--- src/rtl/cordic_bus_pkg.sv ---
// Shared definitions for the CORDIC host bus bridge: register map, control/IRQ
// bit positions and the bridge FSM state type.
package cordic_bus_pkg;

    localparam logic [4:0] OFF_X    = 5'h00;
    localparam logic [4:0] OFF_Y    = 5'h04;
    localparam logic [4:0] OFF_Z    = 5'h08;
    localparam logic [4:0] OFF_CTRL = 5'h0C;
    localparam logic [4:0] OFF_XRES = 5'h10;
    localparam logic [4:0] OFF_YRES = 5'h14;
    localparam logic [4:0] OFF_ZRES = 5'h18;
    localparam logic [4:0] OFF_IRQ  = 5'h1C;

    localparam int CTRL_START      = 0;
    localparam int CTRL_STOP       = 1;
    localparam int CTRL_READY_FLAG = 16;
    localparam int CTRL_HOST_BITS  = 16;

    localparam int IRQ_PENDING = 0;
    localparam int IRQ_ENABLE  = 1;

    typedef enum logic [1:0] {IDLE, WAIT, RESP} bridge_state_t;

    // Result registers are read-only from the host side.
    function automatic logic is_result_reg(input logic [4:0] addr);
        return (addr == OFF_XRES) || (addr == OFF_YRES) || (addr == OFF_ZRES);
    endfunction

endpackage

--- src/rtl/cordic_bus_bridge.sv ---
// APB-style register slave fronting the CORDIC controller: operand/control
// shadow registers, result capture and a sticky, maskable host interrupt.
module cordic_bus_bridge
    import cordic_bus_pkg::*;
#(
    parameter int p_WIDTH      = 32,
    parameter int p_ADDR_WIDTH = 5
) (
    input  logic                      clk,
    input  logic                      rst,
    input  logic                      psel,
    input  logic                      penable,
    input  logic                      pwrite,
    input  logic [p_ADDR_WIDTH-1:0]   paddr,
    input  logic [p_WIDTH-1:0]        pwdata,
    output logic                      pready,
    output logic [p_WIDTH-1:0]        prdata,
    output logic                      pslverr,
    output logic                      irqOut,
    output logic signed [p_WIDTH-1:0] xInput,
    output logic signed [p_WIDTH-1:0] yInput,
    output logic signed [p_WIDTH-1:0] zInput,
    output logic [p_WIDTH-1:0]        controlRegisterInput,
    input  logic signed [p_WIDTH-1:0] xResult,
    input  logic signed [p_WIDTH-1:0] yResult,
    input  logic signed [p_WIDTH-1:0] zResult,
    input  logic [p_WIDTH-1:0]        controlRegisterOutput,
    input  logic                      controlRegisterWriteEnable,
    input  logic                      interrupt
);

    bridge_state_t             state;
    logic [p_ADDR_WIDTH-1:0]   addr_q;
    logic                      write_q;
    logic [p_WIDTH-1:0]        wdata_q;

    logic signed [p_WIDTH-1:0] x_reg, y_reg, z_reg;
    logic signed [p_WIDTH-1:0] xres_reg, yres_reg, zres_reg;
    logic [p_WIDTH-1:0]        ctrl_reg;
    logic                      capture_q;
    logic                      irq_prev;
    logic                      pending;
    logic                      enable_q;

    logic                      access_err;
    logic                      commit;
    logic                      hit_x, hit_y, hit_z, hit_ctrl, hit_irq;
    logic                      ready_rise;
    logic                      irq_rise;
    logic                      pending_next;
    logic [p_WIDTH-1:0]        ctrl_next;
    logic [p_WIDTH-1:0]        read_data;

    assign xInput               = x_reg;
    assign yInput               = y_reg;
    assign zInput               = z_reg;
    assign controlRegisterInput = ctrl_reg;

    always_comb begin
        access_err = (addr_q[1:0] != 2'b00) || (write_q && is_result_reg(addr_q));
        commit     = (state == WAIT) && psel && write_q && !access_err;
        hit_x      = commit && (addr_q == OFF_X);
        hit_y      = commit && (addr_q == OFF_Y);
        hit_z      = commit && (addr_q == OFF_Z);
        hit_ctrl   = commit && (addr_q == OFF_CTRL);
        hit_irq    = commit && (addr_q == OFF_IRQ);

        ready_rise = controlRegisterWriteEnable
                   && controlRegisterOutput[CTRL_READY_FLAG]
                   && !ctrl_reg[CTRL_READY_FLAG];
        irq_rise   = interrupt && !irq_prev;

        // Start/stop self-clear; the core owns the flags, the host owns the low half.
        ctrl_next = ctrl_reg;
        ctrl_next[CTRL_START] = 1'b0;
        ctrl_next[CTRL_STOP]  = 1'b0;
        if (controlRegisterWriteEnable)
            ctrl_next = controlRegisterOutput;
        if (hit_ctrl)
            ctrl_next[CTRL_HOST_BITS-1:0] = wdata_q[CTRL_HOST_BITS-1:0];

        pending_next = pending;
        if (hit_irq && wdata_q[IRQ_PENDING])
            pending_next = 1'b0;
        if (irq_rise)
            pending_next = 1'b1;

        read_data = '0;
        case (addr_q)
            OFF_X:    read_data = x_reg;
            OFF_Y:    read_data = y_reg;
            OFF_Z:    read_data = z_reg;
            OFF_CTRL: read_data = ctrl_reg;
            OFF_XRES: read_data = xres_reg;
            OFF_YRES: read_data = yres_reg;
            OFF_ZRES: read_data = zres_reg;
            OFF_IRQ: begin
                read_data[IRQ_PENDING] = pending;
                read_data[IRQ_ENABLE]  = enable_q;
            end
            default:  read_data = '0;
        endcase
    end

    always_ff @(posedge clk or negedge rst) begin
        if (!rst) begin
            state   <= IDLE;
            addr_q  <= '0;
            write_q <= 1'b0;
            wdata_q <= '0;
            pready  <= 1'b0;
            prdata  <= '0;
            pslverr <= 1'b0;
        end else begin
            case (state)
                IDLE: begin
                    pready  <= 1'b0;
                    prdata  <= '0;
                    pslverr <= 1'b0;
                    if (psel && !penable) begin
                        addr_q  <= paddr;
                        write_q <= pwrite;
                        wdata_q <= pwdata;
                        state   <= WAIT;
                    end
                end
                WAIT: begin
                    if (!psel) begin
                        state <= IDLE;
                    end else begin
                        state   <= RESP;
                        pready  <= 1'b1;
                        pslverr <= access_err;
                        prdata  <= (access_err || write_q) ? '0 : read_data;
                    end
                end
                RESP: begin
                    pready  <= 1'b0;
                    prdata  <= '0;
                    pslverr <= 1'b0;
                    state   <= IDLE;
                end
                default: state <= IDLE;
            endcase
        end
    end

    // Results are taken one cycle after the core raises its ready flag and then held.
    always_ff @(posedge clk or negedge rst) begin
        if (!rst) begin
            x_reg     <= '0;
            y_reg     <= '0;
            z_reg     <= '0;
            ctrl_reg  <= '0;
            xres_reg  <= '0;
            yres_reg  <= '0;
            zres_reg  <= '0;
            capture_q <= 1'b0;
            irq_prev  <= 1'b0;
            pending   <= 1'b0;
            enable_q  <= 1'b0;
            irqOut    <= 1'b0;
        end else begin
            if (hit_x) x_reg <= wdata_q;
            if (hit_y) y_reg <= wdata_q;
            if (hit_z) z_reg <= wdata_q;
            ctrl_reg  <= ctrl_next;
            capture_q <= ready_rise;
            if (capture_q) begin
                xres_reg <= xResult;
                yres_reg <= yResult;
                zres_reg <= zResult;
            end
            irq_prev <= interrupt;
            pending  <= pending_next;
            if (hit_irq) enable_q <= wdata_q[IRQ_ENABLE];
            irqOut   <= pending && enable_q;
        end
    end

endmodule

--- config.mk ---
export PLATFORM = sky130hd
export DESIGN_NAME = cordic_bus_bridge
export DESIGN_NICKNAME = d
export VERILOG_FILES = /design/src/rtl/cordic_bus_pkg.sv /design/src/rtl/cordic_bus_bridge.sv
export SDC_FILE = /design/constraint.sdc
export NUM_CORES = 1
export LEC_CHECK = 0
export CORE_MARGIN = 1
export CORE_UTILIZATION = 50
export CTS_BUF_LIST = sky130_fd_sc_hd__clkbuf_4 sky130_fd_sc_hd__clkbuf_8 sky130_fd_sc_hd__clkbuf_16
export DETAILED_ROUTE_END_ITERATION = 12
export PLACE_DENSITY_LB_ADDON = 0.25
export SLEW_MARGIN = 20
export SYNTH_ARGS = -nofsm -noshare
export SYNTH_HDL_FRONTEND = slang
export SYNTH_SLANG_ARGS = --single-unit
--- constraint.sdc ---
create_clock -name clk -period 2.72 [get_ports clk]
set_input_delay 0.272 -clock clk [delete_from_list [all_inputs] [get_ports clk]]
set_output_delay 0.272 -clock clk [all_outputs]
set_load 0.005 [all_outputs]
==> summary.md, run 1 <==
| Metric | Value |
|---|---|
| Internal power summed over all cells | `9.27 mW` |
| Storage element area | `7590 um^2` |
| Actual transition at the worst max-transition pin | `roughly 1.1 ns` |
| Post-Route Hold Slack | `0.201 ns` |
| Maximum number of pins on one net before global-route repair | `between 90 and 100` |
| Power density of the placed cells | `693 nW/um^2` |
| Post-synthesis net count | `1119` |
| Most Used Layer, Global Route | `met2` |
| Final Skew | `0.0231 ns` |
| Parity-gate share of the synthesized area counting xor and xnor cells | `0%` |
| Number of buffers added by the clock tree synthesis step | `31` |
| Syn Area/Cell | `roughly 14 um^2` |
| Pre-CTS worst setup slack | `roughly 0.36 ns` |
| Layout Cell Area excl Fill | `18100 um^2` |
| GR met1 Demand/Resource | `a little under two fifths` |
| Start-to-end type of the worst setup path | `reg2reg` |
| Hold_buf cts | `1` |
| Final routed wire length divided by cell count | `about 24 um` |
| Setup crit start kind | `register` |
| Final core utilization | `69.6%` |
| Max transition margin | `25.1%` |
| Total core area | `26100 um^2` |
| Area added between synthesis and finish | `36.8%` |
| GR Util met3 | `7.58%` |
| Final weighted congestion of routability-driven global placement | `0.816` |
| Cells after synthesis | `947` |
| Compound-gate portion of the synthesized area | `around 6.3%` |
| Post-synthesis simple-gate area fraction | `4.29%` |
| Power share of the clock group | `roughly a third` |
| Critical path capture point type | `register` |
| All-Layer GR Usage | `slightly below 30%` |
| Area of the die | `approximately 27000 um^2` |
| Sequential share of power | `45.4%` |
| Placed cell area | `17100 um^2` |
| Final Slew Violations | `0` |
| Clock sink count | `303` |
| Library cell contributing the largest single delay on the critical path | `sky130_fd_sc_hd__nor2_1` |
| Count of boundary I/O pins | `335` |
| Drt via density | `5.71` |
| Clock transition at the register clock pins on the worst setup and hold paths after CTS | `approximately 0.06 ns` |
| Number of DRC violations after detailed-routing iteration 0 | `roughly 620` |
| Fin Setup TNS | `0 ns` |
| RR Startpoint | `addr_q[4]$_DFFE_PN0P_` |
| DRT antenna net count | `0` |
| Number of flops mapped to enable cells by yosys | `0` |
| Crit-path cells | `nand2b_1, nor2_1, a222oi_1, o21ai_0` |
| Die X | `165 um` |
| Flip-flop and latch count after synthesis | `303` |
| Number of distinct library cell variants in the gate-level netlist after synthesis | `49` |
| Post-Place Cells | `1584` |
| Worst min-delay path category | `in2async` |
| Grt total ovfl | `0` |
| Filler instances | `between 1500 and 2000` |
| Fraction of layout cells with a size suffix above 1 | `28.2%` |
| Share of the yosys chip area belonging to registers | `57.2%` |
| Hold Violations, Final | `0` |
| Post-route non-filler standard cell count | `1641` |
| Number of warnings issued by yosys | `0` |
| Part of the power in combinational logic | `19.4%` |
| Ys async rst share | `100%` |
| Total number of vias | `9365` |
| TritonCTS clock tree | `yes` |
| Post-CTS resize count | `0` |
| DRC errors left | `0` |
| Initial cell density of the core | `50.9%` |
| Number of global-route vias before repair | `9799` |
| Mux cell area share after synthesis | `between 20% and 30%` |
| CP max stage delay | `0.91 ns` |
| Area occupied by multi-input gates | `between 5000 and 6000 um^2` |
| Post-route total power | `12.6 mW` |
| Crit path setup slack, layout | `0.342 ns` |
| Antenna violations before repair | `3` |
| Master cell of the clock root buffer | `sky130_fd_sc_hd__clkbuf_16` |
| Clock latency on the worst-skew pair | `between 0.5 and 0.6 ns` |
| Data arrival time of the critical path | `2.85 ns` |
| Logic depth of the worst register-to-register path | `4` |
| Outcome | `finished, final reports clean` |
| Met2 global-route usage | `47.0%` |
| Crit share post-route | `~90%` |
| Required arrival time at the worst endpoint | `~3.2 ns` |
| Static leakage power | `between 7 and 8 nW` |
| Peak supply drop | `0.677 mV` |
| Drt first pass iters | `5` |
| Leading cell types by total area after synthesis | `sky130_fd_sc_hd__dfrtp_1, sky130_fd_sc_hd__mux2_2, sky130_fd_sc_hd__mux2i_1` |
| Cell taking the most area after synthesis | `sky130_fd_sc_hd__dfrtp_1` |
| Maximum fanout count along the critical path | `21` |
| Total of endpoints with negative setup slack in the final report | `0` |
| Share of the synthesized area in the top cell type | `57.2%` |
| Height of the die | `165 um` |
| Final wirelength | `39000 um` |
| Sw Share | `26.3%` |
| Final critical delay including setup and external delays | `2.38 ns` |
| Core Rows | `59` |
| Number of port buffers | `approximately 330` |
| Clk buf depth | `3` |
| Layout net count | `around 1500` |
| RSZ-0062 raised after global routing | `no` |
| Adder-cell share of the synthesized area | `0%` |
| Main flop type after synthesis | `sky130_fd_sc_hd__dfrtp_1` |
| Fmax achieved | `approximately 420 MHz` |
| # Max-Cap Violations | `0` |
| Count of H-tree levels built during CTS | `1` |
| Mapped Area | `between 10000 and 15000 um^2` |
| Final HPWL from detailed placement | `26800 um` |
| Count of buffers added by post-CTS timing repair for setup | `0` |
| First-pass GRT wire length | `around 58000 um` |
| Start point of the critical path | `addr_q[4]$_DFFE_PN0P_` |
| Dominant combinational cell family by area after synthesis | `multiplexers` |
| Switching power of the nets | `about 3.3 mW` |
==> critical path, delay by kind of cell, from the launching register on <==
kind / cells / cell delay (ns)
AO/OA/AOI/OAI: 2 / 0.43
AND/OR/NAND/NOR: 2 / 1.23
flip-flops: 1 / 0.61
==> final timing paths <==
path / end / slack (ns)
max: prdata[18]$_DFFE_PN0P_ / 0.34
min: yres_reg[0]$_DFFE_PN0P_ / 0.20
max reg2reg: prdata[18]$_DFFE_PN0P_ / 0.34
min reg2reg: capture_q$_DFF_PN0_ / 0.48
max in group asynchronous: prdata[12]$_DFFE_PN0P_ / 1.58
min in group clk: irq_prev$_DFF_PN0_ / 0.20
==> cell type report <==
cell class | instances | area share (%)
Multi-Input combinational cell | 575 | 29.7
Clock buffer | 43 | 4.91
Inverter | 3 | 0.0620
Clock inverter | 12 | 0.958
Tap cell | 335 | 2.31
Timing Repair Buffer | 369 | 20.2
Antenna cell | 1 | 0.0138
Sequential cell | 303 | 41.8
==> cells in the mapped netlist (all sizes together) (7+ instances only) <==
master,instances
mux4,9
a32o,7
nand2,48
a22oi,8
clkbuf,25
o21ai,56
mux2i,75
nand3b,11
buf,41
a21oi,16
nor2,7
o22ai,19
nor3,10
mux2,255
a222oi,8
dfrtp,303
==> cells by family (layout without fill, tap and decap cells) <==
family | count (synthesis) | after routing
mux | 339 | 339
flops | 303 | 303
compound gates | 133 | 133
simple gates | 103 | 103
buf+inv | 69 | 427
other cells | 0 | 1
==> cell usage in the layout, fill, tap and decap left out, types with 8 or more instances in the layout <==
master                            synthesis  final
sky130_fd_sc_hd__clkdlybuf4s50_1          0    332
sky130_fd_sc_hd__dfrtp_1                303    300
sky130_fd_sc_hd__mux2_2                 222    222
sky130_fd_sc_hd__mux2i_1                 75     75
sky130_fd_sc_hd__o21ai_0                 56     56
sky130_fd_sc_hd__nand2_1                 48     48
sky130_fd_sc_hd__clkbuf_16                0     31
sky130_fd_sc_hd__mux2_4                  30     30
sky130_fd_sc_hd__buf_4                    2     29
sky130_fd_sc_hd__o22ai_1                 19     19
sky130_fd_sc_hd__a21oi_1                 16     16
sky130_fd_sc_hd__nand3b_1                11     11
sky130_fd_sc_hd__mux4_2                   9      9
sky130_fd_sc_hd__a222oi_1                 8      8
sky130_fd_sc_hd__a22oi_1                  8      8
sky130_fd_sc_hd__clkbuf_4                 0      8
==> power groups by stage <==
stage / Clock [mW] / Combinational [mW] / Sequential (mW)
2_1_floorplan: 0 / 1.35 / 5.57
3_3_place_gp: 0 / 2.39 / 5.74
4_1_cts: 4.48 / 2.46 / 5.70
6_report: 4.43 / 2.44 / 5.71
3_5_place_dp: 0 / 2.44 / 5.77
5_1_grt: 4.65 / 2.61 / 5.79
==> per-layer routing <==
| layer | share of wire, % | vias to the layer above |
|---|---|---|
| met2 | 47 | 391 |
| li1 | - | 4162 |
| met4 | 3.5 | 0 |
| met1 | 41 | 4733 |
| met5 | 0 | - |
| met3 | 8.1 | 79 |
No activity file was read; power rests on OpenSTA's default activity.
==> run 2, diff against run 1 <==
--- a/config.mk
+++ b/config.mk
@@ -7,7 +7,7 @@
 export LEC_CHECK = 0
 export CORE_MARGIN = 1
 export CORE_UTILIZATION = 50
-export CTS_BUF_LIST = sky130_fd_sc_hd__clkbuf_4 sky130_fd_sc_hd__clkbuf_8 sky130_fd_sc_hd__clkbuf_16
+export CTS_BUF_LIST = sky130_fd_sc_hd__clkbuf_2 sky130_fd_sc_hd__clkbuf_4 sky130_fd_sc_hd__clkbuf_8
 export DETAILED_ROUTE_END_ITERATION = 12
 export PLACE_DENSITY_LB_ADDON = 0.25
 export SLEW_MARGIN = 20
==> constraint.sdc (replaced) <==
create_clock -name clk -period 2.72 [get_ports clk]
set_input_delay 0.544 -clock clk [delete_from_list [all_inputs] [get_ports clk]]
set_output_delay 0.544 -clock clk [all_outputs]
set_load 0.005 [all_outputs]
==> run 2 against run 1 <==
Net effect: critical path depth is 1 higher; die area unchanged; final cell count up 2.3%; largest power group unchanged; clock power decreased by 9.5%; cell area is 0.21% higher; setup slack better by 0.088 ns; total power is 3.0% lower; count of clock-buffer cells in the layout grew 35; combinational power hardly changed; sequential cell count did not move.
==> summary.md, run 2 (synthesized netlist as in run 1, its figures left out) <==
| Metric | Value |
|---|---|
| Maximum number of pins on one net before global-route repair | `97 (unchanged)` |
| Actual transition at the worst max-transition pin | `1.07 ns (-0.0537 ns)` |
| Area of the die | `27200 um^2 (unchanged)` |
| Part of the power in combinational logic | `20.3% (+0.9 points)` |
| # Max-Cap Violations | `0 (unchanged)` |
| Grt total ovfl | `0 (unchanged)` |
| Number of buffer and inverter instances along the worst setup path | `1 (+1)` |
| RR Startpoint | `addr_q[3]$_DFFE_PN0P_` |
| DRT antenna net count | `0 (unchanged)` |
| First-pass GRT wire length | `59600 um (+3.3%)` |
| Static leakage power | `7.92 nW (+0.75%)` |
| Max transition margin | `28.8% (+3.7 points)` |
| Peak supply drop | `0.407 mV (-40%)` |
| Initial cell density of the core | `50.9% (unchanged)` |
| Master cell of the clock root buffer | `sky130_fd_sc_hd__clkbuf_8` |
| Hold Violations, Final | `0 (unchanged)` |
| Final routed wire length divided by cell count | `23.7 um (-0.24%)` |
| Number of DRC violations after detailed-routing iteration 0 | `647 (+5.0%)` |
| Total of endpoints with negative setup slack in the final report | `0 (unchanged)` |
| Antenna violations before repair | `3 (unchanged)` |
| Maximum fanout count along the critical path | `10 (-52%)` |
| Area added between synthesis and finish | `37.1%` |
| Sw Share | `27.2% (+0.96 points)` |
| Final critical delay including setup and external delays | `2.29 ns (-0.0882 ns)` |
| Crit share post-route | `84.2% (-3.2 points)` |
| DRC errors left | `0 (unchanged)` |
| Fin Setup TNS | `0 ns (unchanged)` |
| Final HPWL from detailed placement | `27300 um (+1.6%)` |
| Drt first pass iters | `5 (unchanged)` |
| Total number of vias | `9516 (+1.6%)` |
| Internal power summed over all cells | `8.88 mW (-4.3%)` |
| Most common cell after layout, fill and taps aside | `sky130_fd_sc_hd__clkdlybuf4s50_1` |
| Library cell contributing the largest single delay on the critical path | `sky130_fd_sc_hd__nor2_1` |
| Switching power of the nets | `3.32 mW (+0.56%)` |
| Critical path capture point type | `register` |
| RSZ-0062 raised after global routing | `no` |
| Die X | `165 um (unchanged)` |
| Number of global-route vias before repair | `9910 (+1.1%)` |
| Outcome | `finished, final reports clean` |
| Crit-path cells | `buf_4, or3_1, nor2_1, a222oi_1, o21ai_0` |
| Clock sink count | `303 (unchanged)` |
| Count of H-tree levels built during CTS | `2 (+1)` |
| TritonCTS clock tree | `yes` |
| Drt via density | `5.67 (-0.69%)` |
| Start-to-end type of the worst setup path | `reg2reg` |
| Total core area | `26100 um^2 (unchanged)` |
| Clock latency on the worst-skew pair | `0.57 ns (about the same)` |
| Fmax achieved | `437 MHz (+3.9%)` |
| Setup crit start kind | `register` |
| Worst min-delay path category | `in2async` |
| CP max stage delay | `0.78 ns (-0.13 ns)` |
| Number of port buffers | `334 (unchanged)` |
| Data arrival time of the critical path | `2.76 ns (-0.09 ns)` |
| All-Layer GR Usage | `29.9% (+0.95 points)` |
| Post-CTS resize count | `0 (unchanged)` |
| Number of buffers added by the clock tree synthesis step | `49 (+58%)` |
| Power density of the placed cells | `671 nW/um^2 (-3.2%)` |
| Sequential share of power | `46.8% (+1.4 points)` |
| Final wirelength | `39800 um (+2.1%)` |
| Start point of the critical path | `addr_q[3]$_DFFE_PN0P_` |
| Height of the die | `165 um (unchanged)` |
| Clk buf depth | `3 (unchanged)` |
| Clock transition at the register clock pins on the worst setup and hold paths after CTS | `0.06 ns (about the same)` |
| Required arrival time at the worst endpoint | `3.19 ns (about the same)` |
| Delay-heaviest family, CP | `simple AND/OR/NAND/NOR gates` |
| Final Slew Violations | `0 (unchanged)` |
| Count of boundary I/O pins | `335 (unchanged)` |
| Power share of the clock group | `32.9% (-2.3 points)` |
| Top library cells by usage in the layout, fill and taps aside | `sky130_fd_sc_hd__clkdlybuf4s50_1, sky130_fd_sc_hd__dfrtp_1, sky130_fd_sc_hd__mux2_2, sky130_fd_sc_hd__mux2i_1, sky130_fd_sc_hd__clkbuf_8` |
| Core Rows | `59 (unchanged)` |
| Count of buffers added by post-CTS timing repair for setup | `0 (unchanged)` |
| Layout net count | `1480 (+1.7%)` |
| Post-route total power | `12.2 mW (-3.0%)` |
| Final Skew | `0.0346 ns (+0.0115 ns)` |
| Fraction of layout cells with a size suffix above 1 | `30.2% (+2.0 points)` |
| Final weighted congestion of routability-driven global placement | `0.794 (-2.7%)` |
==> run 2: cell count changes in the layout (fill, tap and decap cells not counted), moves of 2 or more <==
cell / previous run / this run
sky130_fd_sc_hd__buf_12: 5 / 8
sky130_fd_sc_hd__buf_4: 29 / 33
sky130_fd_sc_hd__bufinv_16: 4 / 0
sky130_fd_sc_hd__clkbuf_16: 31 / 0
sky130_fd_sc_hd__clkbuf_4: 8 / 17
sky130_fd_sc_hd__clkbuf_8: 4 / 61
sky130_fd_sc_hd__clkinv_2: 3 / 6
sky130_fd_sc_hd__clkinvlp_4: 4 / 2
==> run 2: worst paths after layout <==
check                                      endpoint  slack, ns  cells after the start
min in group clk                capture_q$_DFF_PN0_       0.47                      3
min reg2reg                   prdata[0]$_DFFE_PN0P_       0.48                      2
max reg2reg                  prdata[28]$_DFFE_PN0P_       0.43                      5
max                          prdata[28]$_DFFE_PN0P_       0.43                      5
max in group asynchronous  xres_reg[11]$_DFFE_PN0P_       1.36                      4
min                          wdata_q[4]$_DFFE_PN0P_       0.47                      2
==> run 2: final cells by class <==
type,count,area [um^2]
sequential,303,7590
multi-input combinational,575,5390
clock inverter,8,45.0
timing repair buffer,376,3760
tap,335,419
antenna,1,2.50
inverter,3,11.3
clock buffer,78,967
fill,1872,7870
==> run 2: layer usage <==
layer	GRT usage, %	up-vias	routed length [um]
li1	-	4224	-
met1	38.9	4833	16000
met2	48.9	389	19600
met3	7.53	68	3270
met4	9.97	2	937
met5	0	-	13
==> run 2: metrics by stage <==
stage	util [%]	instance area (um^2)	setup WS [ns]	hold slack, ns	instances
final	69.8	18200	0.430	0.466	1679
after global routing	69.8	18200	0.207	0.436	1679
after CTS	69.8	18200	0.378	0.426	1678
after detailed placement	65.9	17200	0.351	0.447	1591
after global placement	65.9	17200	0.408	0.447	1591
after floorplan	-	13300	0.754	0.248	947
==> run 2: power by group through the flow <==
stage               clock (mW)  combinational, mW  sequential (mW)
finish                    4.01               2.47             5.71
global route              4.29               2.65             5.79
CTS                       4.10               2.49             5.70
detailed placement           0               2.47             5.77
global placement             0               2.42             5.74
floorplan                    0               1.35             5.57
==> run 2: timing repair <==
| item | in CTS | in global routing |
|---|---|---|
| hold endpoints to repair | 34 | 0 |
| hold buffers | 1 | 0 |
| setup endpoints to repair | 0 | 0 |
